`src/rtl/uart_pkg.sv`:
```
// Shared constants and state encoding for the UART receive path.
package uart_pkg;

  localparam int unsigned CLKS_W_DEFAULT   = 16;
  localparam int unsigned DATA_BITS        = 8;
  localparam int unsigned MIN_CLKS_PER_BIT = 4;
  localparam int unsigned IDX_W            = $clog2(DATA_BITS);

  typedef enum logic [1:0] {
    RX_IDLE  = 2'd0,
    RX_START = 2'd1,
    RX_DATA  = 2'd2,
    RX_STOP  = 2'd3
  } rx_state_e;

  // Plain-vector aliases of the state encoding for the receiver FSM
  localparam logic [1:0] ST_IDLE  = RX_IDLE;
  localparam logic [1:0] ST_START = RX_START;
  localparam logic [1:0] ST_DATA  = RX_DATA;
  localparam logic [1:0] ST_STOP  = RX_STOP;

endpackage

```
`src/rtl/uart_rx_sync.sv`:
```
// Two-flop synchronizer for the async rx line plus one delayed copy for
// falling-edge detection. All flops reset to the idle (high) line level.
module uart_rx_sync (
  input  logic clk_i,
  input  logic rst_ni,
  input  logic rx_i,
  output logic rx_sync_o,
  output logic rx_prev_o
);

  logic s1_q, s2_q, s3_q;

  // Shift the raw line through the synchronizer and edge-detect stage
  always_ff @(posedge clk_i) begin
    if (!rst_ni) begin
      s1_q <= 1'b1;
      s2_q <= 1'b1;
      s3_q <= 1'b1;
    end else begin
      s1_q <= rx_i;
      s2_q <= s1_q;
      s3_q <= s2_q;
    end
  end

  assign rx_sync_o = s2_q;
  assign rx_prev_o = s3_q;

endmodule

```
`src/rtl/uart_rx.sv`:
```
// UART 8N1 receiver: mid-bit sampling, one-entry holding register with
// valid/read handshake, receive interrupt pulse and sticky error flags.
module uart_rx
  import uart_pkg::*;
#(
  parameter int unsigned CLKS_W = CLKS_W_DEFAULT
) (
  input  logic                 clk_i,
  input  logic                 rst_ni,
  input  logic                 rx_en_i,
  input  logic [CLKS_W-1:0]    clks_per_bit_i,
  input  logic                 rx_i,
  input  logic                 rd_i,
  input  logic                 err_clr_i,
  output logic [DATA_BITS-1:0] rx_data_o,
  output logic                 rx_valid_o,
  output logic                 intr_rx_o,
  output logic                 frame_err_o,
  output logic                 overrun_o,
  output logic                 busy_o
);

  localparam logic [CLKS_W-1:0] MIN_N = CLKS_W'(MIN_CLKS_PER_BIT);

  logic                 rx_sync, rx_prev;
  logic                 start_edge, sample;
  logic [CLKS_W-1:0]    n_in;

  logic [1:0]           state_q, state_d;
  logic [CLKS_W-1:0]    n_q, n_d;
  logic [CLKS_W-1:0]    cnt_q, cnt_d;
  logic [IDX_W-1:0]     idx_q, idx_d;
  logic [DATA_BITS-1:0] shift_q, shift_d;
  logic                 deliver_q, deliver_d;
  logic                 ferr_set_q, ferr_set_d;
  logic                 busy_q, busy_d;

  logic [DATA_BITS-1:0] data_q, data_d;
  logic                 valid_q, valid_d;
  logic                 intr_q, intr_d;
  logic                 ferr_q, ferr_d;
  logic                 ovr_q, ovr_d;

  uart_rx_sync u_sync (
    .clk_i     (clk_i),
    .rst_ni    (rst_ni),
    .rx_i      (rx_i),
    .rx_sync_o (rx_sync),
    .rx_prev_o (rx_prev)
  );

  // Frame decoder: start detect, bit-centre counter, shift register
  always_comb begin
    state_d    = state_q;
    n_d        = n_q;
    cnt_d      = cnt_q;
    idx_d      = idx_q;
    shift_d    = shift_q;
    deliver_d  = 1'b0;
    ferr_set_d = 1'b0;
    n_in       = (clks_per_bit_i < MIN_N) ? MIN_N : clks_per_bit_i;
    start_edge = rx_prev & ~rx_sync;
    // The sample fires on the step where the counter would hit zero
    sample     = (cnt_q == CLKS_W'(1));

    if (!rx_en_i) begin
      state_d = ST_IDLE;
    end else if (state_q == ST_IDLE) begin
      if (start_edge) begin
        n_d     = n_in;
        cnt_d   = n_in >> 1;
        state_d = ST_START;
      end
    end else if (sample) begin
      cnt_d = n_q;
      case (state_q)
        ST_START: begin
          if (!rx_sync) begin
            state_d = ST_DATA;
            idx_d   = '0;
          end else begin
            state_d = ST_IDLE;
          end
        end
        ST_DATA: begin
          shift_d[idx_q] = rx_sync;
          idx_d          = idx_q + IDX_W'(1);
          if (idx_q == IDX_W'(DATA_BITS - 1)) state_d = ST_STOP;
        end
        default: begin
          deliver_d  = rx_sync;
          ferr_set_d = ~rx_sync;
          state_d    = ST_IDLE;
        end
      endcase
    end else begin
      cnt_d = cnt_q - CLKS_W'(1);
    end

    busy_d = (state_d != ST_IDLE);
  end

  // Holding register, handshake and sticky flags; a set beats a clear
  always_comb begin
    data_d  = data_q;
    valid_d = valid_q;
    intr_d  = 1'b0;
    ferr_d  = err_clr_i ? 1'b0 : ferr_q;
    ovr_d   = err_clr_i ? 1'b0 : ovr_q;

    if (deliver_q) begin
      if (!valid_q || rd_i) begin
        data_d  = shift_q;
        valid_d = 1'b1;
        intr_d  = 1'b1;
      end else begin
        ovr_d = 1'b1;
      end
    end else if (rd_i) begin
      valid_d = 1'b0;
    end

    if (ferr_set_q) ferr_d = 1'b1;
  end

  // State and output registers
  always_ff @(posedge clk_i) begin
    if (!rst_ni) begin
      state_q    <= ST_IDLE;
      n_q        <= MIN_N;
      cnt_q      <= '0;
      idx_q      <= '0;
      shift_q    <= '0;
      deliver_q  <= 1'b0;
      ferr_set_q <= 1'b0;
      busy_q     <= 1'b0;
      data_q     <= '0;
      valid_q    <= 1'b0;
      intr_q     <= 1'b0;
      ferr_q     <= 1'b0;
      ovr_q      <= 1'b0;
    end else begin
      state_q    <= state_d;
      n_q        <= n_d;
      cnt_q      <= cnt_d;
      idx_q      <= idx_d;
      shift_q    <= shift_d;
      deliver_q  <= deliver_d;
      ferr_set_q <= ferr_set_d;
      busy_q     <= busy_d;
      data_q     <= data_d;
      valid_q    <= valid_d;
      intr_q     <= intr_d;
      ferr_q     <= ferr_d;
      ovr_q      <= ovr_d;
    end
  end

  assign rx_data_o   = data_q;
  assign rx_valid_o  = valid_q;
  assign intr_rx_o   = intr_q;
  assign frame_err_o = ferr_q;
  assign overrun_o   = ovr_q;
  assign busy_o      = busy_q;

endmodule

```
`config.mk`:
```
export PLATFORM = sky130hd
export DESIGN_NAME = uart_rx
export DESIGN_NICKNAME = d
export VERILOG_FILES = /design/src/rtl/uart_pkg.sv /design/src/rtl/uart_rx_sync.sv /design/src/rtl/uart_rx.sv
export SDC_FILE = /design/constraint.sdc
export NUM_CORES = 1
export LEC_CHECK = 0
export ABC_AREA = 1
export BUFFER_PORTS_ARGS = -buffer_cell sky130_fd_sc_hd__buf_4
export CORE_MARGIN = 10
export CORE_UTILIZATION = 50
export CTS_CLUSTER_SIZE = 20
export DETAILED_ROUTE_END_ITERATION = 10
export HOLD_SLACK_MARGIN = 0.12
export PLACE_DENSITY = 0.7
export SETUP_SLACK_MARGIN = 0.1
export SLEW_MARGIN = 20
export SYNTH_ARGS = -nofsm -noshare
export SYNTH_HDL_FRONTEND = slang
export SYNTH_SLANG_ARGS = --single-unit
```
`constraint.sdc`:
```
create_clock -name clk_i -period 1.94 [get_ports clk_i]
set_input_delay 0.582 -clock clk_i [delete_from_list [all_inputs] [get_ports clk_i]]
set_output_delay 0.582 -clock clk_i [all_outputs]
set_load 0.01 [all_outputs]
```
==> metrics, run 1 <==
run status finished, final reports clean; number of top-level pins 35; Synth area leader dfxtp_1; CTS H-tree lvls 3; Reg clk slew, reported paths 0.08 ns; DRT iter0 DRCs 166; gpl congestion 0.9467; Die Wd 101.3 µm; CP endpoint kind flop; routed len/inst 13.32 µm; CP Max Fanout 14; Syn. warnings 0; Skew-Pair Late Insertion Delay 0.34 ns; pre-CTS setup slack 0.1889 ns; antenna violations before repair 0; post-synth top area share 38.12%; clk_skew 0.01184 ns; CTS tree yes; CTS root buffer clkbuf_8; Netlist cell types 31; Leak Pwr 1.820 nW; most used cell, CP inv_1; DR pass1 iterations 5; antenna-violating nets left 0; Core Box Area 6386 µm²; cts bufs inserted 9; post-layout instance area 3849 µm²; max_cap viols 0; nets@finish 564; die height 101.3 µm; final setup fails 0; worst path arrival time 1.93 ns; maximum clock rate 585.6 MHz; Routed Wire Length 8217 µm; CP Cell Sequence inv_1, ha_1, inv_1, nor2_1, nand2_1, nor2_2, nand2_2, buf_4, or2_0, nand3_1, a21oi_1; instance area at placement 3630 µm²; Crit Path Class reg -> reg; final std cells w/o fill 617; Tmin final 1.708 ns; worst hold-check path type reg -> reg; maximum vdd drop 0.4967 mV; RSZ-0062 raised after global routing yes; sequential cell area fraction in the yosys report 38.12%; DRC errors left 0; Clock Sinks 63; largest net degree at the start of global routing 30; setup_tns 0 ns; vias in the first global route 3,101; slowest stage cell, crit path dfxtp_1; die area 10,270 µm²; Hold WS 0.4231 ns; area delta synth->final 16.34%; power per cell area 755.2 nW/µm²; Worst slew margin 53.74%; Synthesized Nets 525; cells after synthesis 496; Post-Syn Area 3308 µm²; vias per cell 5.279; Post-CTS Hold Buffers 0; Rows 29; Placed Cells 598; Synth area leaders dfxtp_1, nand2_1, nor2_1; fin crit share 88.02%; crit-path max cell delay 0.32 ns; worst-margin pin slew 0.6931 ns; slack of the critical path 0.2323 ns; total global routing overflow 0; #FFs+latches synth 63; final hold vios 0; Buffers on Ports 34; CP required 2.16 ns; Post-Syn Area per Cell 6.670 µm²; ANT cells 0; GRT Total Usage 16.25%; Bufs on Longest Clock Path 2; final slew viol count 0; vias 3,257; Starting Density 51.80%; share of layout cells above drive strength 1 17.22%; Critical Path Start Type flop; first-pass GRT wire length 13,880 µm; DPL Wire Length 6050 µm
-- through the flow --
step	power (mW)	util, %
final	2.907	60.27
after global routing	3.055	60.27
after CTS	2.920	59.42
after detailed placement	1.946	56.84
after global placement	1.942	56.84
after floorplan	1.803	-
-- metal layers --
layer | GRT usage (%) | share of wire [%]
met5 | 0 | 0
met4 | 5.145 | 1.1
met3 | 3.608 | 4.3
met2 | 28.47 | 51
met1 | 19.17 | 44
-- synth_stat cells --
library cell  number
a21oi_1           36
a21oi_2            2
and3_1             1
buf_1              1
buf_2              5
buf_6              3
clkbuf_1           8
clkbuf_2           1
clkinv_1           1
dfxtp_1           63
ha_1               7
inv_1             52
inv_2              4
nand2_1           91
nand2_2            4
nand2_4            1
nand3_1           53
nand3_2            1
nand3b_1           1
nand4_1            3
nor2_1            78
nor2_2             2
nor2_4             4
nor3_1             1
nor3_4             1
o211ai_1           5
o211ai_2           1
o21ai_0           58
or2_0              3
or2_2              4
xor2_1             1
-- placed cells by master (no fill, tap or decap), types with 2 or more instances in the layout --
cell        count
o211ai_1        5
nor2_4          5
nand3_1        53
a21oi_2         2
ha_1            6
nand2_2         4
clkinv_2        3
nand2_1        91
clkinvlp_4      3
inv_2           5
dfxtp_1        63
nor2_2          6
buf_4          46
o21ai_0        57
inv_1          50
a21oi_1        36
nor2_1         73
clkbuf_8        9
or2_0           3
nand4_1         3
or2_2           4
-- report_power, final --
part / total (mW) / internal, mW / switching (mW)
logic: 0.567 / 0.215 / 0.352
registers: 1.37 / 1.33 / 0.0362
clock network: 0.971 / 0.456 / 0.515
total: 2.91 / 2.00 / 0.904
-- flip-flops by register name, summed over array words and instances, names as in the netlist --
name	count
idx_q	3
overrun_o	1
ferr_set_q	1
u_sync.rx_prev_o	1
shift_q	8
rx_valid_o	1
intr_rx_o	1
cnt_q	16
n_q	16
frame_err_o	1
state_q	2
rx_data_o	8
deliver_q	1
u_sync.rx_sync_o	1
busy_o	1
u_sync.s1_q	1
-- cells by family (layout without fill, tap and decap cells) --
| logic type | Yosys count | count (layout) | synth area share [%] |
|---|---|---|---|
| xor gates and xnor gates | 1 | 1 | 0.2648 |
| adders and majority gates | 7 | 7 | 2.647 |
| DFF | 63 | 63 | 38.12 |
| AOI/OAI and AO/OA | 102 | 102 | 16.26 |
| buffers and inverters | 75 | 119 | 9.417 |
| and+or+nand+nor | 248 | 248 | 33.28 |
-- worst paths after layout --
kind | to | depth (start not counted) | slack (ns) | from
worst max-delay path | cnt_q[11]$_SDFFE_PN0P_ | 11 | 0.23 | cnt_q[1]$_SDFFE_PN0P_
worst max register to register | cnt_q[11]$_SDFFE_PN0P_ | 11 | 0.23 | cnt_q[1]$_SDFFE_PN0P_
worst min-delay path | u_sync.rx_sync_o$_SDFF_PN1_ | 1 | 0.42 | u_sync.s1_q$_SDFF_PN1_
worst min register to register | u_sync.rx_sync_o$_SDFF_PN1_ | 1 | 0.42 | u_sync.s1_q$_SDFF_PN1_
-- repair_timing --
action	in CTS	in global routing
buffers inserted	0	3
gates resized for setup	0	12
endpoints found under the setup margin	0	42
-- critical path, delay by kind of cell (launching register included) --
family | cells | cell delay [ns]
simple gates | 6 | 0.70
buf+inv | 3 | 0.33
flops | 1 | 0.32
fa+ha+maj | 1 | 0.16
compound gates | 1 | 0.06
-- area by class of cell --
type                       instances  area (µm²)
fill                             634        2537
multi-input combinational        358        1764
sequential                        63        1261
timing repair buffer              46       345.3
inverter                          57       216.5
clock buffer                      10       127.6
tap                               77       96.34
clock inverter                     6       37.54
No activity file was read; power rests on OpenSTA's default activity.
==> inputs of run 2 (changes only) <==
--- a/config.mk
+++ b/config.mk
@@ -10,3 +10,3 @@
 export CORE_MARGIN = 10
-export CORE_UTILIZATION = 50
+export CORE_UTILIZATION = 59
 export CTS_CLUSTER_SIZE = 20
@@ -14,3 +14,3 @@
 export HOLD_SLACK_MARGIN = 0.12
-export PLACE_DENSITY = 0.7
+export PLACE_DENSITY = 0.8
 export SETUP_SLACK_MARGIN = 0.1
==> constraint.sdc (replaced) <==
create_clock -name clk_i -period 1.94 [get_ports clk_i]
set_input_delay 0.485 -clock clk_i [delete_from_list [all_inputs] [get_ports clk_i]]
set_output_delay 0.485 -clock clk_i [all_outputs]
set_load 0.01 [all_outputs]
==> metrics, run 2 (synthesized netlist as in run 1, its figures left out) <==
commonest non-fill, non-tap cell in the layout nand2_1 (unchanged); Reg clk slew, reported paths 0.08 ns (about the same); die area 9002 µm² (was 10,270 µm²); share of layout cells above drive strength 1 16.54% (was 17.22%); vias in the first global route 3,255 (was 3,101); largest net degree at the start of global routing 39 (was 30); nets@finish 562 (was 564); Placed Cells 593 (was 598); Tmin final 1.749 ns (was 1.708 ns); maximum clock rate 571.8 MHz (was 585.6 MHz); vias 3,297 (was 3,257); Worst slew margin 77.28% (was 53.74%); total global routing overflow 0 (unchanged); CP endpoint kind flop (unchanged); setup_tns 0 ns (unchanged); area delta synth->final 17.06% (was 16.34%); antenna-violating nets left 0 (unchanged); Buffers on Ports 34 (unchanged); worst-margin pin slew 0.3408 ns (was 0.6931 ns); cts bufs inserted 9 (unchanged); CTS H-tree lvls 3 (unchanged); GRT Total Usage 19.63% (was 16.25%); fillers 487 (was 634); final slew viol count 0 (unchanged); Routed Wire Length 8407 µm (was 8217 µm); Leak Pwr 1.852 nW (was 1.820 nW); maximum vdd drop 0.5372 mV (was 0.4967 mV); worst hold-check path type in -> reg (was reg -> reg); Die Wd 94.88 µm (was 101.3 µm); final hold vios 0 (unchanged); Critical Path Start Type flop (unchanged); worst path arrival time 1.99 ns (was 1.93 ns); Core Box Area 5473 µm² (was 6386 µm²); CTS tree yes (unchanged); Skew-Pair Late Insertion Delay 0.35 ns (was 0.34 ns); Bufs on Longest Clock Path 2 (unchanged); DRT iter0 DRCs 225 (was 166); DPL Wire Length 6098 µm (was 6050 µm); max_cap viols 0 (unchanged); Crit Path Class reg -> reg (unchanged); antenna violations before repair 0 (unchanged); first-pass GRT wire length 14,220 µm (was 13,880 µm); number of top-level pins 35 (unchanged); fin crit share 90.15% (was 88.02%); power per cell area 838.2 nW/µm² (was 755.2 nW/µm²); RSZ-0062 raised after global routing yes (unchanged); DRC errors left 0 (unchanged); Starting Density 60.45% (was 51.80%); routed len/inst 13.78 µm (was 13.32 µm); CP Max Fanout 20 (was 14); run status finished, final reports clean (unchanged); ANT cells 0 (unchanged); Rows 27 (was 29); clk_skew 0.009509 ns (was 0.01184 ns); final std cells w/o fill 610 (was 617); final setup fails 0 (unchanged); gpl congestion 0.9347 (was 0.9467); most frequent cells in the layout nand2_1, nor2_1, dfxtp_1, o21ai_0, nand3_1 (unchanged); Final Util 70.76% (was 60.27%); Post-CTS Hold Buffers 0 (unchanged); CP required 2.18 ns (was 2.16 ns); die height 94.88 µm (was 101.3 µm); vias per cell 5.405 (was 5.279); Regs by FF count cnt_q (16), n_q (16) (unchanged); DR pass1 iterations 5 (unchanged); CTS root buffer clkbuf_8 (unchanged); Clock Sinks 63 (unchanged)
==> run 2: final timing paths <==
check,from,end,slack (ns),cells past startpoint
setup / recovery,state_q[0]$_SDFF_PN0_,n_q[13]$_SDFFE_PN0P_,0.19,8
hold / removal,rx_i,u_sync.s1_q$_SDFF_PN1_,0.32,2
setup reg to reg,state_q[0]$_SDFF_PN0_,n_q[13]$_SDFFE_PN0P_,0.19,8
hold reg to reg,u_sync.s1_q$_SDFF_PN1_,u_sync.rx_sync_o$_SDFF_PN1_,0.42,1
==> run 2: cell type report <==
type	instances	area, µm²	share of cell area (%)
sequential	63	1261	32.57
timing repair buffer	43	322.8	8.336
clock inverter	7	102.6	2.649
timing repair inverter	1	7.507	0.1939
multi-input combinational	358	1750	45.20
inverter	57	214.0	5.525
tap	72	90.09	2.326
clock buffer	9	123.9	3.199
==> run 2: power breakdown <==
group	switching [mW]	internal, mW	total (mW)
sequential	0.0371	1.33	1.37
clock	0.572	0.738	1.31
combinational	0.356	0.211	0.567
total	0.965	2.28	3.25
==> run 2: what timing repair did <==
| item | CTS | global route |
|---|---|---|
| buffers inserted | 0 | 0 |
| endpoints found under the setup margin | 0 | 12 |
| gates resized for setup | 0 | 7 |
==> run 2: worst max-delay path, cell delays in order, from the launching register on <==
cell	delay [ns]
dfxtp_1	0.37
inv_1	0.08
ha_1	0.25
inv_2	0.09
buf_4	0.25
nor2_1	0.11
buf_4	0.21
o21ai_0	0.22
a21oi_1	0.06
==> run 2: per-stage QoR <==
step	power, mW	worst slack (ns)	area, µm²	hold WS (ns)
floorplan	1.803	0.3158	3308	0.3925
global placement	1.941	0.2980	3623	0.3990
detailed placement	1.951	0.2412	3623	0.4064
CTS	3.252	0.2091	3850	0.3013
global route	3.394	0.05535	3872	0.3068
finish	3.246	0.1910	3872	0.3150
==> run 2: layer usage <==
layer  vias to the layer above  routed length (µm)  global-route usage, %
li1                       1687                   -                      -
met1                      1510                3589                  21.61
met2                        78                4231                  34.67
met3                        22                 363                  4.679
met4                         0                 222                  9.476
met5                         -                   0                      0
